<file path="config.mk">
export PLATFORM = sky130hd
export DESIGN_NAME = jt49_wrseq_flat
export DESIGN_NICKNAME = d
export VERILOG_FILES = /design/src/rtl/jt49_wrseq_pkg.sv /design/src/rtl/jt49_wrseq_if.sv /design/src/rtl/jt49_wrseq.sv /design/src/flat_wrapper.sv
export SDC_FILE = /design/constraint.sdc
export NUM_CORES = 1
export LEC_CHECK = 0
export CORE_ASPECT_RATIO = 1.1
export CORE_UTILIZATION = 30
export CTS_BUF_LIST = sky130_fd_sc_hd__clkbuf_8
export DETAILED_ROUTE_END_ITERATION = 12
export HOLD_SLACK_MARGIN = 0.06
export PLACE_DENSITY_LB_ADDON = 0.12
export SKIP_LAST_GASP = 1
export SLEW_MARGIN = 15
export SYNTH_ARGS = -nofsm -noshare
export SYNTH_HDL_FRONTEND = slang
export SYNTH_SLANG_ARGS = --single-unit
</file>
<file path="constraint.sdc">
create_clock -name clk -period 3.1 [get_ports clk]
set_input_delay 0.465 -clock clk [delete_from_list [all_inputs] [get_ports clk]]
set_output_delay 0.465 -clock clk [all_outputs]
set_load 0.005 [all_outputs]
</file>
<file path="src/rtl/jt49_wrseq_pkg.sv">
// Shared op codes and FSM state encoding for the jt49 write sequencer.
package jt49_wrseq_pkg;

    localparam logic [1:0] OP_WR   = 2'b00;
    localparam logic [1:0] OP_RD   = 2'b01;
    localparam logic [1:0] OP_WAIT = 2'b10;
    localparam logic [1:0] OP_RSV  = 2'b11;

    typedef enum logic [2:0] {
        ST_IDLE = 3'd0,
        ST_WR   = 3'd1,
        ST_RD   = 3'd2,
        ST_WAIT = 3'd3,
        ST_GAP  = 3'd4
    } state_t;

endpackage

</file>
<file path="src/rtl/jt49_wrseq_if.sv">
// Command stream and PSG CPU-side bus of the jt49 write sequencer.
interface jt49_wrseq_if;

    logic       cmd_valid;
    logic       cmd_ready;
    logic [1:0] cmd_op;
    logic [3:0] cmd_addr;
    logic [7:0] cmd_data;

    logic [3:0] bus_addr;
    logic       bus_cs_n;
    logic       bus_wr_n;
    logic [7:0] bus_din;
    logic [7:0] psg_dout;

    logic [7:0] rd_data;
    logic       rd_valid;
    logic       busy;

    // master: command producer and PSG side; slave: the sequencer itself
    modport master (
        output cmd_valid, cmd_op, cmd_addr, cmd_data, psg_dout,
        input  cmd_ready, bus_addr, bus_cs_n, bus_wr_n, bus_din,
               rd_data, rd_valid, busy
    );

    modport slave (
        input  cmd_valid, cmd_op, cmd_addr, cmd_data, psg_dout,
        output cmd_ready, bus_addr, bus_cs_n, bus_wr_n, bus_din,
               rd_data, rd_valid, busy
    );

endinterface

</file>
<file path="src/rtl/jt49_wrseq.sv">
// Replays write/read/wait commands onto the jt49 CPU port with timed strobes
// and a mandatory idle gap after every access.
module jt49_wrseq
    import jt49_wrseq_pkg::*;
#(
    parameter int WR_CYCLES  = 2,
    parameter int RD_LAT     = 2,
    parameter int GAP_CYCLES = 1
) (
    input  logic         clk,
    input  logic         rst,
    input  logic         cen,
    input  logic         tick,
    jt49_wrseq_if.slave  bus
);

    localparam logic [7:0] WR_LOAD  = 8'(WR_CYCLES  - 1);
    localparam logic [7:0] RD_LOAD  = 8'(RD_LAT     - 1);
    localparam logic [7:0] GAP_LOAD = 8'(GAP_CYCLES - 1);

    state_t     state;
    logic [7:0] cnt;

    assign bus.cmd_ready = (state == ST_IDLE) & ~rst;
    assign bus.busy      = (state != ST_IDLE);

    always_ff @(posedge clk or posedge rst) begin
        if (rst) begin
            state        <= ST_IDLE;
            cnt          <= 8'd0;
            bus.bus_addr <= 4'd0;
            bus.bus_din  <= 8'd0;
            bus.bus_cs_n <= 1'b1;
            bus.bus_wr_n <= 1'b1;
            bus.rd_data  <= 8'd0;
            bus.rd_valid <= 1'b0;
        end else begin
            // rd_valid is a single-clk pulse regardless of cen
            bus.rd_valid <= 1'b0;
            if (cen) begin
                case (state)
                    ST_IDLE: begin
                        if (bus.cmd_valid) begin
                            case (bus.cmd_op)
                                OP_WR: begin
                                    bus.bus_addr <= bus.cmd_addr;
                                    bus.bus_din  <= bus.cmd_data;
                                    bus.bus_cs_n <= 1'b0;
                                    bus.bus_wr_n <= 1'b0;
                                    cnt          <= WR_LOAD;
                                    state        <= ST_WR;
                                end
                                OP_RD: begin
                                    bus.bus_addr <= bus.cmd_addr;
                                    bus.bus_cs_n <= 1'b0;
                                    bus.bus_wr_n <= 1'b1;
                                    cnt          <= RD_LOAD;
                                    state        <= ST_RD;
                                end
                                OP_WAIT: begin
                                    if (bus.cmd_data != 8'd0) begin
                                        cnt   <= bus.cmd_data;
                                        state <= ST_WAIT;
                                    end
                                end
                                default: ;
                            endcase
                        end
                    end
                    ST_WR: begin
                        if (cnt != 8'd0) begin
                            cnt <= cnt - 8'd1;
                        end else begin
                            bus.bus_cs_n <= 1'b1;
                            bus.bus_wr_n <= 1'b1;
                            cnt          <= GAP_LOAD;
                            state        <= ST_GAP;
                        end
                    end
                    ST_RD: begin
                        if (cnt != 8'd0) begin
                            cnt <= cnt - 8'd1;
                        end else begin
                            bus.rd_data  <= bus.psg_dout;
                            bus.rd_valid <= 1'b1;
                            bus.bus_cs_n <= 1'b1;
                            cnt          <= GAP_LOAD;
                            state        <= ST_GAP;
                        end
                    end
                    ST_GAP: begin
                        if (cnt != 8'd0) cnt <= cnt - 8'd1;
                        else             state <= ST_IDLE;
                    end
                    ST_WAIT: begin
                        // the last tick returns straight to IDLE, no gap needed
                        if (tick) begin
                            cnt <= cnt - 8'd1;
                            if (cnt == 8'd1) state <= ST_IDLE;
                        end
                    end
                    default: state <= ST_IDLE;
                endcase
            end
        end
    end

endmodule

</file>
<file path="src/flat_wrapper.sv">
// flat-port wrapper written by rule: the top's interface ports become plain ports
module jt49_wrseq_flat import jt49_wrseq_pkg::*;
#(
    parameter int WR_CYCLES  = 2,
    parameter int RD_LAT     = 2,
    parameter int GAP_CYCLES = 1
)
  (clk, rst, cen, tick, bus_cmd_valid, bus_cmd_op, bus_cmd_addr, bus_cmd_data, bus_psg_dout, bus_cmd_ready, bus_bus_addr, bus_bus_cs_n, bus_bus_wr_n, bus_bus_din, bus_rd_data, bus_rd_valid, bus_busy);
  jt49_wrseq_if bus_i ();
  input  logic clk;
  input  logic rst;
  input  logic cen;
  input  logic tick;
  input wire logic [$bits(bus_i.cmd_valid)-1:0] bus_cmd_valid;
  input wire logic [$bits(bus_i.cmd_op)-1:0] bus_cmd_op;
  input wire logic [$bits(bus_i.cmd_addr)-1:0] bus_cmd_addr;
  input wire logic [$bits(bus_i.cmd_data)-1:0] bus_cmd_data;
  input wire logic [$bits(bus_i.psg_dout)-1:0] bus_psg_dout;
  output wire logic [$bits(bus_i.cmd_ready)-1:0] bus_cmd_ready;
  output wire logic [$bits(bus_i.bus_addr)-1:0] bus_bus_addr;
  output wire logic [$bits(bus_i.bus_cs_n)-1:0] bus_bus_cs_n;
  output wire logic [$bits(bus_i.bus_wr_n)-1:0] bus_bus_wr_n;
  output wire logic [$bits(bus_i.bus_din)-1:0] bus_bus_din;
  output wire logic [$bits(bus_i.rd_data)-1:0] bus_rd_data;
  output wire logic [$bits(bus_i.rd_valid)-1:0] bus_rd_valid;
  output wire logic [$bits(bus_i.busy)-1:0] bus_busy;
  assign bus_i.cmd_valid = bus_cmd_valid;
  assign bus_i.cmd_op = bus_cmd_op;
  assign bus_i.cmd_addr = bus_cmd_addr;
  assign bus_i.cmd_data = bus_cmd_data;
  assign bus_i.psg_dout = bus_psg_dout;
  assign bus_cmd_ready = bus_i.cmd_ready;
  assign bus_bus_addr = bus_i.bus_addr;
  assign bus_bus_cs_n = bus_i.bus_cs_n;
  assign bus_bus_wr_n = bus_i.bus_wr_n;
  assign bus_bus_din = bus_i.bus_din;
  assign bus_rd_data = bus_i.rd_data;
  assign bus_rd_valid = bus_i.rd_valid;
  assign bus_busy = bus_i.busy;
  jt49_wrseq #(.WR_CYCLES(WR_CYCLES), .RD_LAT(RD_LAT), .GAP_CYCLES(GAP_CYCLES)) u_core (.clk(clk), .rst(rst), .cen(cen), .tick(tick), .bus(bus_i));
endmodule
</file>
==> results of run 1 <==
area by class of cell:
cell class / count / area [um2]
fill: 591 / 3290
multi-input combinational: 116 / 936
sequential: 34 / 853
timing repair buffer: 54 / 533
tap: 77 / 96.3
clock buffer: 5 / 68.8
clock inverter: 3 / 68.8
inverter: 17 / 63.8
metal layers:
layer,up-vias,wire length (um),share of wire (%),GRT usage (%)
li1,754,-,-,-
met1,775,2200,47,19.3
met2,40,2140,46,23.3
met3,8,270,5.8,4.09
met4,0,81,1.7,6.17
met5,-,0,0,0
critical path: stages, from the launching register on:
cell,delay (ns)
dfrtp_1,0.55
nor3_2,0.39
inv_1,0.21
nor2_1,0.12
clkdlybuf4s50_1,0.50
worst max path at each step:
stage | startpoint | endpoint | cells past startpoint
2_1_floorplan | u_core.cnt[0]$_DFFE_PP0P_ | u_core.bus.rd_data[0]$_DFFE_PP0P_ | 8
3_3_place_gp | bus_cmd_op[0] | u_core.state[0]$_DFFE_PP0P_ | 8
3_5_place_dp | bus_cmd_op[0] | u_core.state[0]$_DFFE_PP0P_ | 8
4_1_cts | u_core.state[0]$_DFFE_PP0P_ | bus_cmd_ready | 4
6_report | u_core.state[0]$_DFFE_PP0P_ | bus_cmd_ready | 4
5_1_grt | u_core.state[0]$_DFFE_PP0P_ | bus_cmd_ready | 4
placed cells by master, fill, tap and decap left out, types with 3 or more instances in the layout:
cell type        count
a21oi_1             12
a22oi_1              4
buf_4                3
clkbuf_8             5
clkdlybuf4s50_1     51
dfrtp_1             32
ha_1                 7
inv_1               17
mux2_2              13
mux2_4               8
nand2_1             10
nor2_1               7
nor4_1               5
nor4b_1              3
o211ai_1             3
o22ai_1              5
or4_1                3
cells by family (layout without fill, tap and decap cells):
kind of cell,Yosys count,after routing
AND/OR/NAND/NOR,44,44
AO/OA/AOI/OAI,42,42
flip-flops,34,34
buffers and inverters,24,79
multiplexers,22,22
adder cells (fa/ha/maj),7,7
XOR/XNOR,1,1
cell usage after synthesis (all sizes together), types with 2 or more instances:
cell type	count	area (um2)
o21ai	2	10.0
inv	17	63.8
ha	7	87.6
a22oi	4	30.0
and2	2	15.0
nand3	2	15.0
or4	3	22.5
o311ai	2	17.5
nor3b	2	15.0
clkbuf	2	7.51
dfstp	2	52.6
o22ai	5	31.3
nand2	10	37.5
nor3	3	20.0
a21oi	12	60.1
o22a	2	17.5
buf	5	31.3
dfrtp	32	801
nor4	6	52.6
a211oi	2	15.0
nor2	7	26.3
or3	2	12.5
mux2	21	267
nand4	2	12.5
o211ai	3	22.5
nor4b	3	26.3
where the power goes:
part	total, mW	internal [mW]	leakage [nW]	switching (mW)
combinational	0.975	0.546	0.623	0.428
clock	0.510	0.322	0.0683	0.187
sequential	0.815	0.628	0.431	0.187
per-stage QoR:
step / cell area [um2] / setup slack (ns) / util [%] / hold WS, ns / power (mW)
after floorplan: 1890 / 0.950 / - / 0.474 / 1.36
after global placement: 2480 / 0.633 / 42.0 / 0.482 / 1.81
after detailed placement: 2480 / 0.598 / 42.0 / 0.486 / 1.81
after CTS: 2620 / 0.547 / 44.3 / 0.499 / 2.32
after global routing: 2620 / 0.438 / 44.3 / 0.522 / 2.47
final: 2620 / 0.562 / 44.3 / 0.497 / 2.30
registers in the layout, summed over array words and instances, names as in the netlist:
signal and cells:
u_core.bus.bus_wr_n 1, u_core.cnt 8, u_core.state 3, u_core.bus.rd_data 8, u_core.bus.bus_addr 4, u_core.bus.rd_valid 1
u_core.bus.bus_din 8, u_core.bus.bus_cs_n 1
==> out/results.txt, run 1 <==
Mapped cell area: 1890 um2
Setup Buffers After CTS: 0
Max_cap viols: 0
First-pass GRT wire length: 7510 um
Worst r2r dst: u_core.bus.rd_data[0]$_DFFE_PP0P_
Post-synth EDFFs: 0
Placed cell count: 298
Gpl congestion: 0.782
Worst skew pair latency: 0.30 ns
Port bufs: 51
Mean Syn Cell Area: 10.9 um2
Cts hold-fix bufs: 0
Crit path time final: 2.54 ns
Ys async rst share: 100%
Synth Area in XOR/XNOR: 0.463%
Post-synthesis register bit count: 34
Final clock skew: 0.00460 ns
Total negative slack: 0 ns
Reg2reg setup slack: 0.69 ns
Slew Viols, Final: 0
Clock Sinks: 34
Drt total wl: 4690 um
Worst Hold Launch: u_core.bus.bus_cs_n$_DFFE_PP1P_
Simple-gate portion of the synthesized area: 14.2%
Final setup vio count: 0
H-tree depth: 2
Power per cell area: 878 nW/um2
Initial Utilization: 32.0%
Syn Nets: 208
Leakage: 1.12 nW
Largest net degree at the start of global routing: 35
CTS buffer count: 5
Largest family of logic cells by synthesized area: compound AO/OA/AOI/OAI gates
Top FF cell, synth: dfrtp_1
Cells after synthesis: 174
Die Span Y: 85.3 um
Final nets: 262
DR WL/cell: 15.3 um
Die area: 6630 um2
Slew @ Worst Pin: 0.558 ns
Clock transition at path regs: 0.07 ns
Cts repair resizes: 0
Initial antenna violation count: 0
Data arrival, critical path: 2.07 ns
Global Route Usage Sum: 14.9%
Die width: 77.7 um
# DRC: 0
ANT nets after route: 0
Synth Area in Adders: 4.63%
Ports: 52
DR pass1 iterations: 4
VDD IR max: 0.437 mV
Compound-Gate Fraction of Synth Area: 15.6%
Initial DRC count: 59
Share of cells above drive strength 1: 16.6%
Final Non-Filler Cells: 306
Unrepaired setup endpoints after global routing: false
Post-synthesis mux area share: 14.6%
Yosys cell types: 46
FF-to-FF path depth: 8
YS warnings: 0
Clock Path Buffers: 2
Slew margin rel.: 62.8%
Hold Path Depth: 2
WP data required: 2.63 ns
Outcome: complete, no violations
DP HPWL: 3400 um
Hold Crit Class: register to register
Area growth syn-to-layout: 38.5%
Peak Freq: 0.394 GHz
Crit Path Category: register to output pin
R2r startpoint: u_core.cnt[0]$_DFFE_PP0P_
DR vias: 1577
Critical Path End Type: output pin
Final hold vios: 0
Crit Path Max Fanout: 14
Ant. Diodes: 0
Placeable Area: 5910 um2
Remaining Overflow, GRT: 0
Worst hold endpoint: u_core.bus.bus_cs_n$_DFFE_PP1P_
Vias in the first global route: 1532
Drt via density: 5.15
Row cnt: 29
Final Cycle Share: 81.9%
Root buffer cell: clkbuf_8
Crit start category: register
CTS tree: yes
Seq/Total Area, Yosys: 45.1%
Note: power is estimated with default switching activity, not from simulation.
==> run 2, diff against run 1 <==
Clock period 3.1 ns to 2.5 ns, I/O delays scaled along.
==> run 2 against run 1 <==
Clock power up 21%. Power up 27%. Global-route usage up 0.60 points. Clock skew down 0.0016 ns. Critical path type unchanged. Critical endpoint unchanged. Highest routed layer unchanged.
==> out/results.txt, run 2 (synthesis results as in run 1) <==
Largest registers: u_core.bus.bus_din (8), u_core.bus.rd_data (8), u_core.cnt (8) (unchanged)
Gpl congestion: 0.822 (was 0.782)
Slew margin rel.: 63.4% (was 62.8%)
Port bufs: 51 (unchanged)
Crit path time final: 2.35 ns
Global Route Usage Sum: 15.5% (was 14.9%)
Sw Share: 34.6% (was 34.9%)
Clock Sinks: 34 (unchanged)
Ports: 52 (unchanged)
Final clock skew: 0.00305 ns (was 0.00460 ns)
# DRC: 0 (unchanged)
Root buffer cell: clkbuf_8 (unchanged)
Hold Path Depth: 2 (unchanged)
Post-layout util: 45.4% (was 44.3%)
Final Non-Filler Cells: 314 (was 306)
First-pass GRT wire length: 7880 um (was 7510 um)
Sw Pwr: 1.01 mW (was 0.802 mW)
CP Launch Point: u_core.state[1]$_DFFE_PP0P_ (was u_core.state[0]$_DFFE_PP0P_)
Crit Path Category: register to output pin (unchanged)
Slew Viols, Final: 0 (unchanged)
Multi-input combinational cell area: 942 um2 (was 936 um2)
Largest net degree at the start of global routing: 35 (unchanged)
Crit start category: register (unchanged)
Combinational power share: 45.8% (was 42.4%)
Die Span Y: 85.3 um (unchanged)
VDD IR max: 0.388 mV (was 0.437 mV)
FF/Latch Area: 853 um2 (unchanged)
Reg2reg setup slack: 0.18 ns (was 0.69 ns)
Clock Path Buffers: 2 (unchanged)
Remaining Overflow, GRT: 0 (unchanged)
Worst hold endpoint: u_core.bus.bus_cs_n$_DFFE_PP1P_ (unchanged)
DR pass1 iterations: 4 (unchanged)
Placed cell count: 306 (was 298)
Fill count: 597 (was 591)
FF-to-FF path depth: 8 (unchanged)
Vias in the first global route: 1521 (was 1532)
DP HPWL: 3570 um (was 3400 um)
Die width: 77.7 um (unchanged)
Slew @ Worst Pin: 0.544 ns (was 0.558 ns)
Final hold vios: 0 (unchanged)
ANT nets after route: 0 (unchanged)
Power per cell area: 1090 nW/um2 (was 878 nW/um2)
Outcome: complete, no violations (unchanged)
Drt via density: 5.01 (was 5.15)
Reg power frac: 33.0% (was 35.4%)
Initial antenna violation count: 0 (unchanged)
Leakage: 1.16 nW (was 1.12 nW)
Critical Path End Type: output pin (unchanged)
Drt total wl: 4810 um (was 4690 um)
Peak Freq: 0.426 GHz
Setup Buffers After CTS: 0 (unchanged)
Die area: 6630 um2 (unchanged)
CTS tree: yes (unchanged)
CTS buffer count: 5 (unchanged)
Unrepaired setup endpoints after global routing: false (unchanged)
Internal power: 1.92 mW (was 1.50 mW)
Area growth syn-to-layout: 42.0% (was 38.5%)
Share of cells above drive strength 1: 19.8% (was 16.6%)
Final Cycle Share: 94.0%
Hold Crit Class: register to register (unchanged)
Power share of the clock group: 21.2% (was 22.2%)
Most common cell after layout, fill and taps aside: clkdlybuf4s50_1 (unchanged)
WP data required: 2.12 ns (was 2.63 ns)
Total negative slack: 0 ns (unchanged)
Data arrival, critical path: 1.97 ns (was 2.07 ns)
Final setup vio count: 0 (unchanged)
Worst r2r dst: u_core.bus.rd_data[5]$_DFFE_PP0P_ (was u_core.bus.rd_data[0]$_DFFE_PP0P_)
Initial DRC count: 85 (was 59)
Row cnt: 29 (unchanged)
Placeable Area: 5910 um2 (unchanged)
Ant. Diodes: 0 (unchanged)
Initial Utilization: 32.0% (unchanged)
Commonest cells after routing, fill and taps aside: clkdlybuf4s50_1, dfrtp_1, inv_1 (unchanged)
Max_cap viols: 0 (unchanged)
R2r startpoint: u_core.cnt[0]$_DFFE_PP0P_ (unchanged)
H-tree depth: 2 (unchanged)
DR vias: 1572 (was 1577)
DR WL/cell: 15.3 um (about the same)
Worst Hold Launch: u_core.bus.bus_cs_n$_DFFE_PP1P_ (unchanged)
Clock transition at path regs: 0.07 ns (about the same)
Final nets: 270 (was 262)
Worst skew pair latency: 0.29 ns (was 0.30 ns)
Crit Path Max Fanout: 6 (was 14)
==> run 2: changes by cell type in the layout (fill, tap and decap cells not counted) <==
cell and delta:
buf_4 +8, nor4b_1 -1, nor4b_2 +1
==> run 2: per-stage QoR <==
stage / hold WS [ns] / setup slack [ns] / instance area, um2 / total power, mW
2_1_floorplan: 0.474 / 0.350 / 1890 / 1.69
3_3_place_gp: 0.480 / 0.183 / 2540 / 2.32
3_5_place_dp: 0.477 / 0.138 / 2540 / 2.31
4_1_cts: 0.494 / 0.136 / 2680 / 2.95
5_1_grt: 0.528 / 0.0244 / 2690 / 3.13
6_report: 0.499 / 0.151 / 2690 / 2.93
==> run 2: power groups by stage <==
stage | Clock, mW | Combinational [mW] | Sequential [mW]
3_3_place_gp | 0 | 1.35 | 0.973
5_1_grt | 0.656 | 1.47 | 1.00
6_report | 0.619 | 1.34 | 0.967
2_1_floorplan | 0 | 0.740 | 0.950
3_5_place_dp | 0 | 1.34 | 0.971
4_1_cts | 0.641 | 1.35 | 0.963
==> run 2: repair_timing <==
action,4_1_cts,5_1_grt
hold buffers,0,0
resized for setup,0,1
setup endpoints to repair,0,1
==> run 2: area by class of cell <==
cell class	instances	area share, %
sequential	34	31.8
timing repair buffer	62	22.1
tap	77	3.59
inverter	17	2.38
clock buffer	5	2.56
multi-input combinational	116	35.1
clock inverter	3	2.56
==> run 2: per-layer routing <==
metal	up-vias	GRT usage, %	share of wire [%]
met4	0	5.15	1.3
met3	6	4.30	5.3
met1	757	20.5	48
li1	766	-	-
met2	43	24.3	45
met5	-	0	0
==> run 2: worst max-delay path by stage <==
| stage | slack (ns) | to | cells after the start |
|---|---|---|---|
| floorplan | 0.35 | u_core.bus.rd_data[0]$_DFFE_PP0P_ | 8 |
| global placement | 0.18 | u_core.state[0]$_DFFE_PP0P_ | 8 |
| detailed placement | 0.14 | u_core.state[0]$_DFFE_PP0P_ | 8 |
| CTS | 0.14 | bus_cmd_ready | 4 |
| global route | 0.02 | bus_cmd_ready | 4 |
| finish | 0.15 | bus_cmd_ready | 4 |
==> run 2: critical path, cell delays in order, from the launching register on <==
cell and delay, ns:
dfrtp_1 0.47, nor3_2 0.36, inv_1 0.23, nor2_1 0.13, clkdlybuf4s50_1 0.50
==> run 3, diff against run 2 <==
Settings changed: CAP_MARGIN from default to 20.
==> results of run 3 <==
The final DEF is identical to that of run 2; final timing and power are the same.
